**src/rtl/dm_cache_ctrl.sv**
```systemverilog
// rtl/dm_cache_ctrl.sv - direct-mapped cache sequencer (write-through, read-allocate)
// Optional DM_CACHE_STATS_EN adds saturating hit_cnt/miss_cnt outputs.
module dm_cache_ctrl #(
    parameter int INDEX_LEN   = 8,
    parameter int TAG_LEN     = 8,
    parameter int NUM_CACHE_L = 2 ** INDEX_LEN,
    parameter int DATA_W      = 32
) (
    input  logic                         clk,
    input  logic                         resetn,
    input  logic                         cpu_req,
    input  logic                         cpu_we,
    input  logic [TAG_LEN+INDEX_LEN-1:0] cpu_addr,
    input  logic [DATA_W-1:0]            cpu_wdata,
    output logic                         cpu_ready,
    output logic                         cpu_rvalid,
    output logic [DATA_W-1:0]            cpu_rdata,
    output logic                         cpu_wdone,
    output logic                         tag_write,
    output logic [INDEX_LEN-1:0]         tag_index,
    output logic [TAG_LEN-1:0]           tag_wdata,
    input  logic [TAG_LEN-1:0]           tag_rdata,
    output logic                         dat_write,
    output logic [INDEX_LEN-1:0]         dat_index,
    output logic [DATA_W-1:0]            dat_wdata,
    input  logic [DATA_W-1:0]            dat_rdata,
    output logic                         mem_req,
    output logic                         mem_we,
    output logic [TAG_LEN+INDEX_LEN-1:0] mem_addr,
    output logic [DATA_W-1:0]            mem_wdata,
    input  logic                         mem_ack,
    input  logic [DATA_W-1:0]            mem_rdata
`ifdef DM_CACHE_STATS_EN
    ,
    output logic [31:0]                  hit_cnt,
    output logic [31:0]                  miss_cnt
`endif
);

    localparam logic [2:0] IDLE    = 3'd0;
    localparam logic [2:0] LOOKUP  = 3'd1;
    localparam logic [2:0] RD_MISS = 3'd2;
    localparam logic [2:0] FILL    = 3'd3;
    localparam logic [2:0] WR_THRU = 3'd4;

    logic [2:0]                   state;
    logic                         run;
    logic [TAG_LEN+INDEX_LEN-1:0] lat_addr;
    logic                         lat_we;
    logic [DATA_W-1:0]            lat_wdata;
    logic [DATA_W-1:0]            fill_data;
    logic [NUM_CACHE_L-1:0]       valid;
    logic [INDEX_LEN-1:0]         lat_idx;
    logic [TAG_LEN-1:0]           lat_tag;
    logic                         hit;

    assign lat_idx = lat_addr[INDEX_LEN-1:0];
    assign lat_tag = lat_addr[TAG_LEN+INDEX_LEN-1:INDEX_LEN];
    assign hit     = valid[lat_idx] && (tag_rdata == lat_tag);

    // run keeps every output at 0 through the first edge after reset release
    always_ff @(posedge clk) begin
        if (!resetn) begin
            state     <= IDLE;
            run       <= 1'b0;
            valid     <= '0;
            lat_addr  <= '0;
            lat_we    <= 1'b0;
            lat_wdata <= '0;
            fill_data <= '0;
        end else begin
            run <= 1'b1;
            case (state)
                IDLE: begin
                    if (cpu_req && run) begin
                        lat_addr  <= cpu_addr;
                        lat_we    <= cpu_we;
                        lat_wdata <= cpu_wdata;
                        state     <= LOOKUP;
                    end
                end
                LOOKUP: begin
                    if (lat_we)
                        state <= WR_THRU;
                    else if (hit)
                        state <= IDLE;
                    else
                        state <= RD_MISS;
                end
                RD_MISS: begin
                    if (mem_ack) begin
                        fill_data <= mem_rdata;
                        state     <= FILL;
                    end
                end
                FILL: begin
                    valid[lat_idx] <= 1'b1;
                    state          <= IDLE;
                end
                WR_THRU: begin
                    if (mem_ack)
                        state <= IDLE;
                end
                default: state <= IDLE;
            endcase
        end
    end

    always_comb begin
        cpu_ready  = 1'b0;
        cpu_rvalid = 1'b0;
        cpu_rdata  = '0;
        cpu_wdone  = 1'b0;
        tag_write  = 1'b0;
        tag_index  = lat_idx;
        tag_wdata  = '0;
        dat_write  = 1'b0;
        dat_index  = lat_idx;
        dat_wdata  = '0;
        mem_req    = 1'b0;
        mem_we     = 1'b0;
        mem_addr   = '0;
        mem_wdata  = '0;
        case (state)
            IDLE: begin
                // arrays read the incoming index so LOOKUP sees tag/data next cycle
                cpu_ready = run;
                tag_index = run ? cpu_addr[INDEX_LEN-1:0] : '0;
                dat_index = run ? cpu_addr[INDEX_LEN-1:0] : '0;
            end
            LOOKUP: begin
                if (hit && !lat_we) begin
                    cpu_rvalid = 1'b1;
                    cpu_rdata  = dat_rdata;
                end
                if (hit && lat_we) begin
                    dat_write = 1'b1;
                    dat_wdata = lat_wdata;
                end
            end
            RD_MISS: begin
                mem_req  = 1'b1;
                mem_addr = lat_addr;
            end
            FILL: begin
                tag_write  = 1'b1;
                tag_wdata  = lat_tag;
                dat_write  = 1'b1;
                dat_wdata  = fill_data;
                cpu_rvalid = 1'b1;
                cpu_rdata  = fill_data;
            end
            WR_THRU: begin
                mem_req   = 1'b1;
                mem_we    = 1'b1;
                mem_addr  = lat_addr;
                mem_wdata = lat_wdata;
                cpu_wdone = mem_ack;
            end
            default: ;
        endcase
    end

`ifdef DM_CACHE_STATS_EN
    always_ff @(posedge clk) begin
        if (!resetn) begin
            hit_cnt  <= '0;
            miss_cnt <= '0;
        end else if (state == LOOKUP) begin
            if (hit) begin
                if (hit_cnt != 32'hFFFF_FFFF)
                    hit_cnt <= hit_cnt + 32'd1;
            end else if (miss_cnt != 32'hFFFF_FFFF) begin
                miss_cnt <= miss_cnt + 32'd1;
            end
        end
    end
`endif

endmodule

```
**config.mk**
```make
export PLATFORM = sky130hd
export DESIGN_NAME = dm_cache_ctrl
export DESIGN_NICKNAME = d
export VERILOG_FILES = /design/src/rtl/dm_cache_ctrl.sv
export SDC_FILE = /design/constraint.sdc
export NUM_CORES = 1
export LEC_CHECK = 0
export ABC_CLOCK_PERIOD_IN_PS = 7400
export CAP_MARGIN = 10
export CORE_MARGIN = 8
export CORE_UTILIZATION = 35
export CTS_BUF_LIST = sky130_fd_sc_hd__clkbuf_16
export DETAILED_ROUTE_END_ITERATION = 6
export GPL_TIMING_DRIVEN = 1
export PLACE_DENSITY_LB_ADDON = 0.3
export SLEW_MARGIN = 20
export SYNTH_ARGS = -nofsm -noshare
export SYNTH_HDL_FRONTEND = slang
export SYNTH_SLANG_ARGS = --single-unit
```
**constraint.sdc**
```tcl
create_clock -name clk -period 7.4 [get_ports clk]
set_clock_uncertainty 0.15 [all_clocks]
set_input_delay 0.74 -clock clk [delete_from_list [all_inputs] [get_ports clk]]
set_output_delay 0.74 -clock clk [all_outputs]
set_load 0.05 [all_outputs]
```
==> flow_summary.json, run 1 <==
{
  "syn-num-nets": 1834,
  "fp.dieW_um": 226.1,
  "power_switching_w": 0.0009676,
  "critPathLaunch": "lat_addr[1]",
  "leakage_nw": 6.472,
  "vias": 13210,
  "endpoint": "dat_write",
  "avgSynthCellArea_um2": 9.036,
  "vdd_drop_max_mv": 0.1083,
  "layout.nets": 2021,
  "root_buffer": "clkbuf_16",
  "routabilityCongestion": 0.8611,
  "maxSlewViolCount": 0,
  "p_int_w": 0.002947,
  "worstPathCellList": "mux4_1, mux4_2, o2bb2ai_1, or3_1, o31ai_1, nor3_2, o2bb2ai_2, buf_4, or2_2, clkdlybuf4s50_1",
  "syn_to_final_growth_pct": 26.03,
  "cp-end-kind": "output port",
  "final-hold-violation-count": 0,
  "rsz0062_at_grt": "no",
  "yosysWarnings": 0,
  "via_per_inst": 5.268,
  "port_buffers": 267,
  "ios": 268,
  "cts_tree": "done",
  "start_util_pct": 35.15,
  "antenna_left": 0,
  "h-tree-depth": 2,
  "die_y_um": 226.1,
  "pwr-share-seq_pct": 48.4,
  "cp.buffers_inverters": 2,
  "crit_slowest_cell": "dfxtp_4",
  "antenna_found_initial": 3,
  "numCtsBuffers": 37,
  "synth_area_leaders": "dfxtp_1 44%, o21a_1 6.2%, nor2b_1 5.6%",
  "setup_slack_ps": 1717,
  "period_needed_ps": 5683,
  "required_ps": 6510,
  "arrival_ps": 4790,
  "placed_cell_area_um2": 18380,
  "cp_top_family": "multiplexers",
  "max_freq_ghz": 0.1760,
  "p_per_area_nw_per_um2": 201.1,
  "hpwl_um": 35590,
  "combPwrFrac_pct": 9.2,
  "post-route-period-util_pct": 76.80,
  "cp.depth": 10,
  "cts_resized": 0,
  "grt_pass1_vias": 12630,
  "clk-insertion-delay-late_ps": 540,
  "grt_pass1_wl_um": 77700,
  "post-cts-setup-buffers": 0,
  "row_count": 77,
  "drt_iter0_drc": 1060,
  "clkPwrFrac_pct": 42.4,
  "path_clk_slew_ps": 60,
  "setup-violations-final": 0,
  "die-area_um2": 51100,
  "syn_inst": 1709,
  "dp_cells": 2449,
  "ys_ff_latch": 341,
  "synth_top_cell_by_area": "dfxtp_1",
  "tightest_slew_ps": 1184,
  "maxSlewHeadroom_pct": 20.78,
  "drcViolationCount": 0,
  "async_reset_ff_share_pct": 0,
  "tns_ps": 0,
  "setup.worst_path.class": "reg2out",
  "synth_seq_area_share_pct": 44.21,
  "drive_gt1_share_pct": 5.434,
  "utilization_pct": 44.30,
  "critPathMaxFanout": 53,
  "hold_path_class": "reg2reg",
  "synth_area_um2": 15440,
  "wl_per_cell_um": 20.75,
  "first_pass_iters": 6,
  "reg2reg_from": "lat_addr[1]",
  "grt_overflow": 0,
  "rr_worst_depth": 8,
  "synth_edf_count": 0,
  "max_cap_viol_count": 0,
  "dp_slack_ps": 2291,
  "ys.flop_type": "dfxtp_1",
  "cp-start-kind": "register",
  "n_fill_cell": 4329,
  "routed_wl_um": 52050,
  "grt_max_degree": 165,
  "switching_share_pct": 24.72,
  "core_um2": 43930,
  "ys_types": 49,
  "clock_sinks": 341,
  "outcome": "completed",
  "postLayoutCellArea_um2": 19460,
  "final_cells": 2508,
  "cts_hold_repair.buffers": 0,
  "grt.total_usage_pct": 19.45,
  "ff2ff_setup_slack_ps": 3960,
  "netlist.area_leader.share_pct": 44.21,
  "r2r_end": "state[1]",
  "cts_max_path_buffers": 3,
  "slowest_delay_ps": 910
}
-- per-layer routing --
metal,vias up,track usage (%),wire length [um]
met5,-,0,13
met4,2,5.936,1274
met3,82,3.636,3635
met2,466,33.03,24520
met1,6389,24.82,22610
li1,6274,-,-
-- power by group through the flow --
stage               Sequential [W]  Clock (W)  Combinational [W]
global route               0.00190    0.00177           0.000385
CTS                        0.00189    0.00170           0.000361
floorplan                  0.00191          0           0.000232
finish                     0.00189    0.00166           0.000362
detailed placement         0.00193          0           0.000359
global placement           0.00193          0           0.000355
-- flip-flops by register name, summed over array words and instances, names as in the netlist --
signal,flops
fill_data,32
run,1
valid,256
lat_addr,16
state,3
lat_wdata,32
lat_we,1
-- worst reg2reg max path, delay by kind of cell (launching register included) --
family | cells | cell delay (ps)
simple gates | 3 | 550
compound gates | 3 | 500
mux | 2 | 1220
flops | 1 | 910
-- synth_stat cells, types with 6 or more instances --
| cell | number |
|---|---|
| dfxtp_1 | 341 |
| nand2_1 | 212 |
| nor2_1 | 154 |
| nor2b_1 | 138 |
| a21oi_1 | 137 |
| o21a_1 | 128 |
| clkbuf_1 | 105 |
| mux2i_1 | 84 |
| a21boi_0 | 81 |
| a22o_1 | 63 |
| and2_1 | 60 |
| a22oi_1 | 36 |
| nand3_1 | 32 |
| buf_4 | 15 |
| mux4_1 | 15 |
| mux4_2 | 12 |
| nor3_1 | 12 |
| buf_6 | 10 |
| xnor2_1 | 9 |
| nand2b_1 | 8 |
| and3_1 | 6 |
| buf_2 | 6 |
-- stage by stage --
step	hold slack [ps]	power, W
after floorplan	282.1	0.002140
after global placement	292.7	0.002289
after detailed placement	295.5	0.002293
after CTS	309.2	0.003953
after global routing	325.3	0.004054
final	308.6	0.003914
-- layout make-up --
class,count,area [um2],share of cell area [%]
multi-input combinational,1225,7969,40.95
sequential,341,6830,35.09
timing repair buffer,290,2861,14.70
clock buffer,37,925.9,4.757
tap,592,740.7,3.806
clock inverter,20,126.4,0.6493
antenna,2,5.005,0.02572
inverter,1,3.754,0.01929
-- placed cells by master, fill, tap and decap left out, drive strengths merged, types with 2 or more instances in the layout --
cell             n
dfxtp          341
clkdlybuf4s50  266
nand2          212
nor2           154
nor2b          138
a21oi          137
o21a           128
mux2i           84
a21boi          81
a22o            64
and2            60
clkbuf          38
a22oi           36
nand3           33
mux4            28
buf             23
nor3            13
clkinv          11
xnor2            9
nand2b           8
inv              8
and3             6
nand3b           5
a31oi            4
nand4            3
or3              3
o2bb2ai          3
nor3b            3
diode            2
o31ai            2
or2              2
o21ai            2
-- worst min path at each step --
stage	startpoint	end	slack, ps	depth (start not counted)
after CTS	valid[87]	valid[87]	310	1
after floorplan	valid[18]	valid[18]	280	1
final	valid[211]	valid[211]	310	1
after global routing	valid[102]	valid[102]	330	1
after global placement	valid[114]	valid[114]	290	1
after detailed placement	valid[87]	valid[87]	300	1
-- kinds of logic (layout without fill, tap and decap cells) --
logic type                after synthesis  after routing  share of synthesized area (%)
AOI/OAI and AO/OA                     461            461                          20.81
xor gates and xnor gates                9              9                         0.5105
buffers and inverters                 143            348                          4.659
DFF                                   341            341                          44.21
and+or+nand+nor                       643            643                          19.91
other                                   0              2                              0
muxes                                 112            112                          9.909
(Power assumes the default switching activity.)
==> run 2, diff against run 1 <==
Settings changed: ABC_CLOCK_PERIOD_IN_PS 7400 to 5070.
Clock period 7.4 ns to 5.07 ns, I/O delays scaled along.
==> run 2 against run 1 <==
  * Sequential share of layout area down 1.2 points
  * Via count up 0.65%
  * Clock power up 40%
  * Critical path type unchanged
  * Register-to-register slack worse by 2100 ps
  * Combinational power up 49%
  * First-iteration DRC count down 0.28%
  * Flip-flop and latch count unchanged
  * Sequential power up 46%
  * Total power up 44%
  * Clock-buffer cell count down 1
  * Die area unchanged
==> flow_summary.json, run 2 (synthesis gave the netlist of run 1 again) <==
{
  "outcome": "completed",
  "post-cts-setup-buffers": 0,
  "fp.dieW_um": 226.1,
  "wl_per_cell_um": 20.92,
  "cp-start-kind": "register",
  "antenna_cells": 0,
  "routed_wl_um": 52580,
  "grt.total_usage_pct": 19.73,
  "antenna_found_initial": 2,
  "hold_path_class": "in2reg",
  "setup.worst_path.class": "reg2out",
  "drive_gt1_share_pct": 8.850,
  "cts_tree": "done",
  "rsz0062_at_grt": "no",
  "top_regs": "valid: 256 flops, fill_data: 32 flops, lat_wdata: 32 flops",
  "antenna_left": 0,
  "cts_hold_repair.buffers": 0,
  "maxSlewHeadroom_pct": 23.09,
  "grt_pass1_wl_um": 79190,
  "drcViolationCount": 0,
  "core_um2": 43930,
  "via_per_inst": 5.292,
  "leakage_nw": 6.811,
  "cts_resized": 0,
  "cp-end-kind": "output port",
  "routabilityCongestion": 0.8685,
  "grt_overflow": 0,
  "final_common_cell": "dfxtp_1",
  "max_freq_ghz": 0.2122,
  "max_cap_viol_count": 0,
  "root_buffer": "clkbuf_16",
  "drt_iter0_drc": 1057,
  "start_util_pct": 35.15,
  "arrival_ps": 4050,
  "final_cell_mix": "340 x dfxtp_1, 212 x nand2_1, 200 x clkdlybuf4s50_1",
  "die_y_um": 226.1,
  "maxSlewViolCount": 0,
  "die-area_um2": 51100,
  "syn_to_final_growth_pct": 30.39,
  "tightest_slew_ps": 1149,
  "final-hold-violation-count": 0,
  "setup-violations-final": 0,
  "grt_pass1_vias": 12770,
  "numCtsBuffers": 36,
  "row_count": 77,
  "cts_max_path_buffers": 3,
  "grt_max_degree": 208,
  "period_needed_ps": 4711,
  "vdd_drop_max_mv": 0.1963,
  "h-tree-depth": 2,
  "path_clk_slew_ps": 60,
  "critPathMaxFanout": 44,
  "fin_total_pwr_w": 0.005632,
  "p_per_area_nw_per_um2": 279.7,
  "required_ps": 4410,
  "clock_sinks": 341,
  "post-route-period-util_pct": 92.93,
  "port_buffers": 267,
  "ios": 268,
  "hpwl_um": 37280,
  "layout.nets": 2026,
  "clk-insertion-delay-late_ps": 530,
  "largest_reg_flops": 256,
  "first_pass_iters": 7,
  "tns_ps": 0,
  "top_register": "valid",
  "vias": 13300
}
## run 2: changes by cell type in the layout (fill, tap and decap cells not counted), sizes merged
cell	change
buf	+73
clkdlybuf4s50	-66
inv	+3
clkbuf	-2
diode	-2
bufinv	-1
## run 2: final cells by class
type | count | area, um2
Clock inverter | 22 | 107.6
Fill cell | 4198 | 23800
Multi-Input combinational cell | 1225 | 7951
Sequential cell | 341 | 6830
Clock buffer | 36 | 900.9
Timing Repair Buffer | 296 | 3601
Inverter | 1 | 3.754
Tap cell | 592 | 740.7
## run 2: final timing paths
path	from	endpoint	slack, ps	depth (start not counted)
worst min-delay path	resetn	run	120	1
worst min register to register	valid[22]	valid[22]	310	1
worst max register to register	lat_addr[1]	state[1]	1820	8
worst max-delay path	lat_addr[1]	cpu_rvalid	360	10
## run 2: power by group
group,switching [W],leakage [nW],internal (W)
Clock,0.00105,0.526,0.00128
Sequential,0.0000528,2.75,0.00271
Combinational,0.000309,3.53,0.000230
## run 2: stage by stage
stage / area, um2 / hold slack (ps) / util [%] / setup WS (ps) / std cells
final: 20140 / 121.7 / 45.83 / 358.6 / 2513
after global routing: 20140 / 111.0 / 45.83 / 212.9 / 2513
after CTS: 20100 / 309.0 / 45.75 / 338.4 / 2512
after detailed placement: 19090 / 296.0 / 43.46 / 900.1 / 2454
after global placement: 19090 / 289.7 / 43.46 / 891.6 / 2454
after floorplan: 15440 / 282.1 / - / 1697 / 1709
## run 2: worst max-delay path, stage by stage, from the launching register on
cell and delay [ps]:
dfxtp_4 660, buf_12 370, mux4_1 590, mux4_2 480
o21ai_0 170, or3_1 150, nand3_2 120, o2bb2ai_2 160
buf_4 260, or2_2 360, buf_12 160
## run 2: metal layers
layer	wire [um]	vias to the layer above	GRT usage (%)	share of wire, %
met5	27	-	0	0.051
met3	4012	91	3.623	7.6
met4	1420	4	5.874	2.7
li1	-	6274	-	-
met1	22430	6449	25.34	43
met2	24680	481	33.41	47
==> run 3, diff against run 2 <==
Settings changed: ABC_CLOCK_PERIOD_IN_PS 5070 to 5100.
Clock period 5.07 ns to 5.1 ns, I/O delays scaled along.
==> run 3 against run 2 <==
  * Core utilization rose by 0.19 points
  * Total power increased by 2.4%
  * Clock power up 7%
  * Design area up 0.42%
  * Final cell count increased by 0.24%
  * Hold slack gained 190 ps
  * Highest routed layer unchanged
  * Die area unchanged
==> flow_summary.json, run 3 (synthesis gave the netlist of run 1 again) <==
{
  "arrival_ps": 4000,
  "top_register": "valid",
  "setup.worst_path.class": "reg2out",
  "top_regs": "valid: 256 flops, fill_data: 32 flops, lat_wdata: 32 flops",
  "clock_sinks": 341,
  "dp_cells": 2453,
  "wl_per_cell_um": 20.74,
  "max_cap_viol_count": 0,
  "utilization_pct": 46.02,
  "die-area_um2": 51100,
  "post-route-period-util_pct": 91.39,
  "routabilityCongestion": 0.8610,
  "post-cts-setup-buffers": 0,
  "grt_overflow": 0,
  "layout.nets": 2025,
  "cp-end-kind": "output port",
  "via_per_inst": 5.252,
  "path_clk_slew_ps": 60,
  "setup-violations-final": 0,
  "placed_cell_area_um2": 19080,
  "first_pass_iters": 5,
  "drive_gt1_share_pct": 9.030,
  "syn_to_final_growth_pct": 30.94,
  "clk-insertion-delay-late_ps": 540,
  "maxSlewViolCount": 0,
  "hold_path_class": "reg2reg",
  "antenna_left": 0,
  "setup_slack_ps": 439.3,
  "n_fill_cell": 4203,
  "cts_tree": "done",
  "cts_resized": 0,
  "grt_pass1_wl_um": 78920,
  "postLayoutCellArea_um2": 20220,
  "cpMostUsedCell": "buf_4",
  "routed_wl_um": 52240,
  "h-tree-depth": 2,
  "largest_reg_flops": 256,
  "root_buffer": "clkbuf_16",
  "ios": 268,
  "max_freq_ghz": 0.2146,
  "period_needed_ps": 4661,
  "worstPathCellList": "buf_4, mux4_1, mux4_2, o2bb2ai_1, or3_1, o31ai_1, nor3_2, o2bb2ai_2, buf_4, or2_2, buf_12",
  "grt_max_degree": 224,
  "tns_ps": 0,
  "multi_input_area_um2": 7954,
  "antenna_found_initial": 3,
  "grt_pass1_vias": 12640,
  "hpwl_um": 36980,
  "final_cell_mix": "340 x dfxtp_1, 212 x nand2_1, 200 x clkdlybuf4s50_1",
  "fp.dieW_um": 226.1,
  "final_cells": 2519,
  "leakage_nw": 6.855,
  "outcome": "completed",
  "cts_max_path_buffers": 3,
  "dp_slack_ps": 1010,
  "vdd_drop_max_mv": 0.1869,
  "grt.total_usage_pct": 19.67,
  "slowest_delay_ps": 820,
  "die_y_um": 226.1,
  "final_common_cell": "dfxtp_1",
  "numCtsBuffers": 37,
  "maxSlewHeadroom_pct": 25.33,
  "critPathMaxFanout": 33,
  "tightest_slew_ps": 1117,
  "drcViolationCount": 0,
  "vias": 13230,
  "port_buffers": 267,
  "cp-start-kind": "register",
  "row_count": 77,
  "final-hold-violation-count": 0,
  "core_um2": 43930,
  "cts_hold_repair.buffers": 0,
  "required_ps": 4440,
  "seqCellArea_um2": 6830,
  "drt_iter0_drc": 1079,
  "rsz0062_at_grt": "no",
  "p_per_area_nw_per_um2": 285.3,
  "start_util_pct": 35.15,
  "antenna_cells": 0,
  "crit_slowest_cell": "dfxtp_1"
}
[run 3: per-stage QoR]
stage / total power [W] / hold slack, ps
2_1_floorplan: 0.003105 / 282.1
3_3_place_gp: 0.003324 / 292.5
3_5_place_dp: 0.003330 / 297.1
4_1_cts: 0.005818 / 311.5
5_1_grt: 0.005967 / 323.0
6_report: 0.005769 / 308.2
[run 3: worst paths after layout]
| kind | from | end | slack (ps) | cells after the start |
|---|---|---|---|---|
| max | lat_addr[3] | dat_write | 440 | 11 |
| min | valid[18] | valid[18] | 310 | 1 |
| max reg2reg | lat_addr[3] | state[1] | 1950 | 9 |
| min reg2reg | valid[18] | valid[18] | 310 | 1 |
[run 3: final cells by class]
cell class / count / area share, %
Multi-Input combinational cell: 1225 / 39.34
Sequential cell: 341 / 33.78
Timing Repair Buffer: 294 / 17.63
Clock buffer: 37 / 4.579
Tap cell: 592 / 3.663
Clock inverter: 29 / 0.9901
Inverter: 1 / 0.01856
[run 3: layer usage]
layer	global-route usage (%)	share of wire, %	up-vias
li1	-	-	6296
met1	24.92	43	6381
met2	33.03	46	446
met3	4.090	7.5	101
met4	6.603	3.1	6
met5	0	0.061	-
[run 3: report_power, final]
| group | internal (W) | leakage, nW | switching, W | total [W] |
|---|---|---|---|---|
| clock network | 0.00142 | 0.586 | 0.00107 | 0.00249 |
| registers | 0.00269 | 2.75 | 0.0000505 | 0.00274 |
| logic | 0.000226 | 3.52 | 0.000303 | 0.000530 |
[run 3: critical path: cells and delay by family, from the launching register on]
| family | cells | cell delay, ps |
|---|---|---|
| and+or+nand+nor | 3 | 760 |
| buffers and inverters | 3 | 730 |
| DFF | 1 | 820 |
| muxes | 2 | 780 |
| AOI/OAI and AO/OA | 3 | 360 |
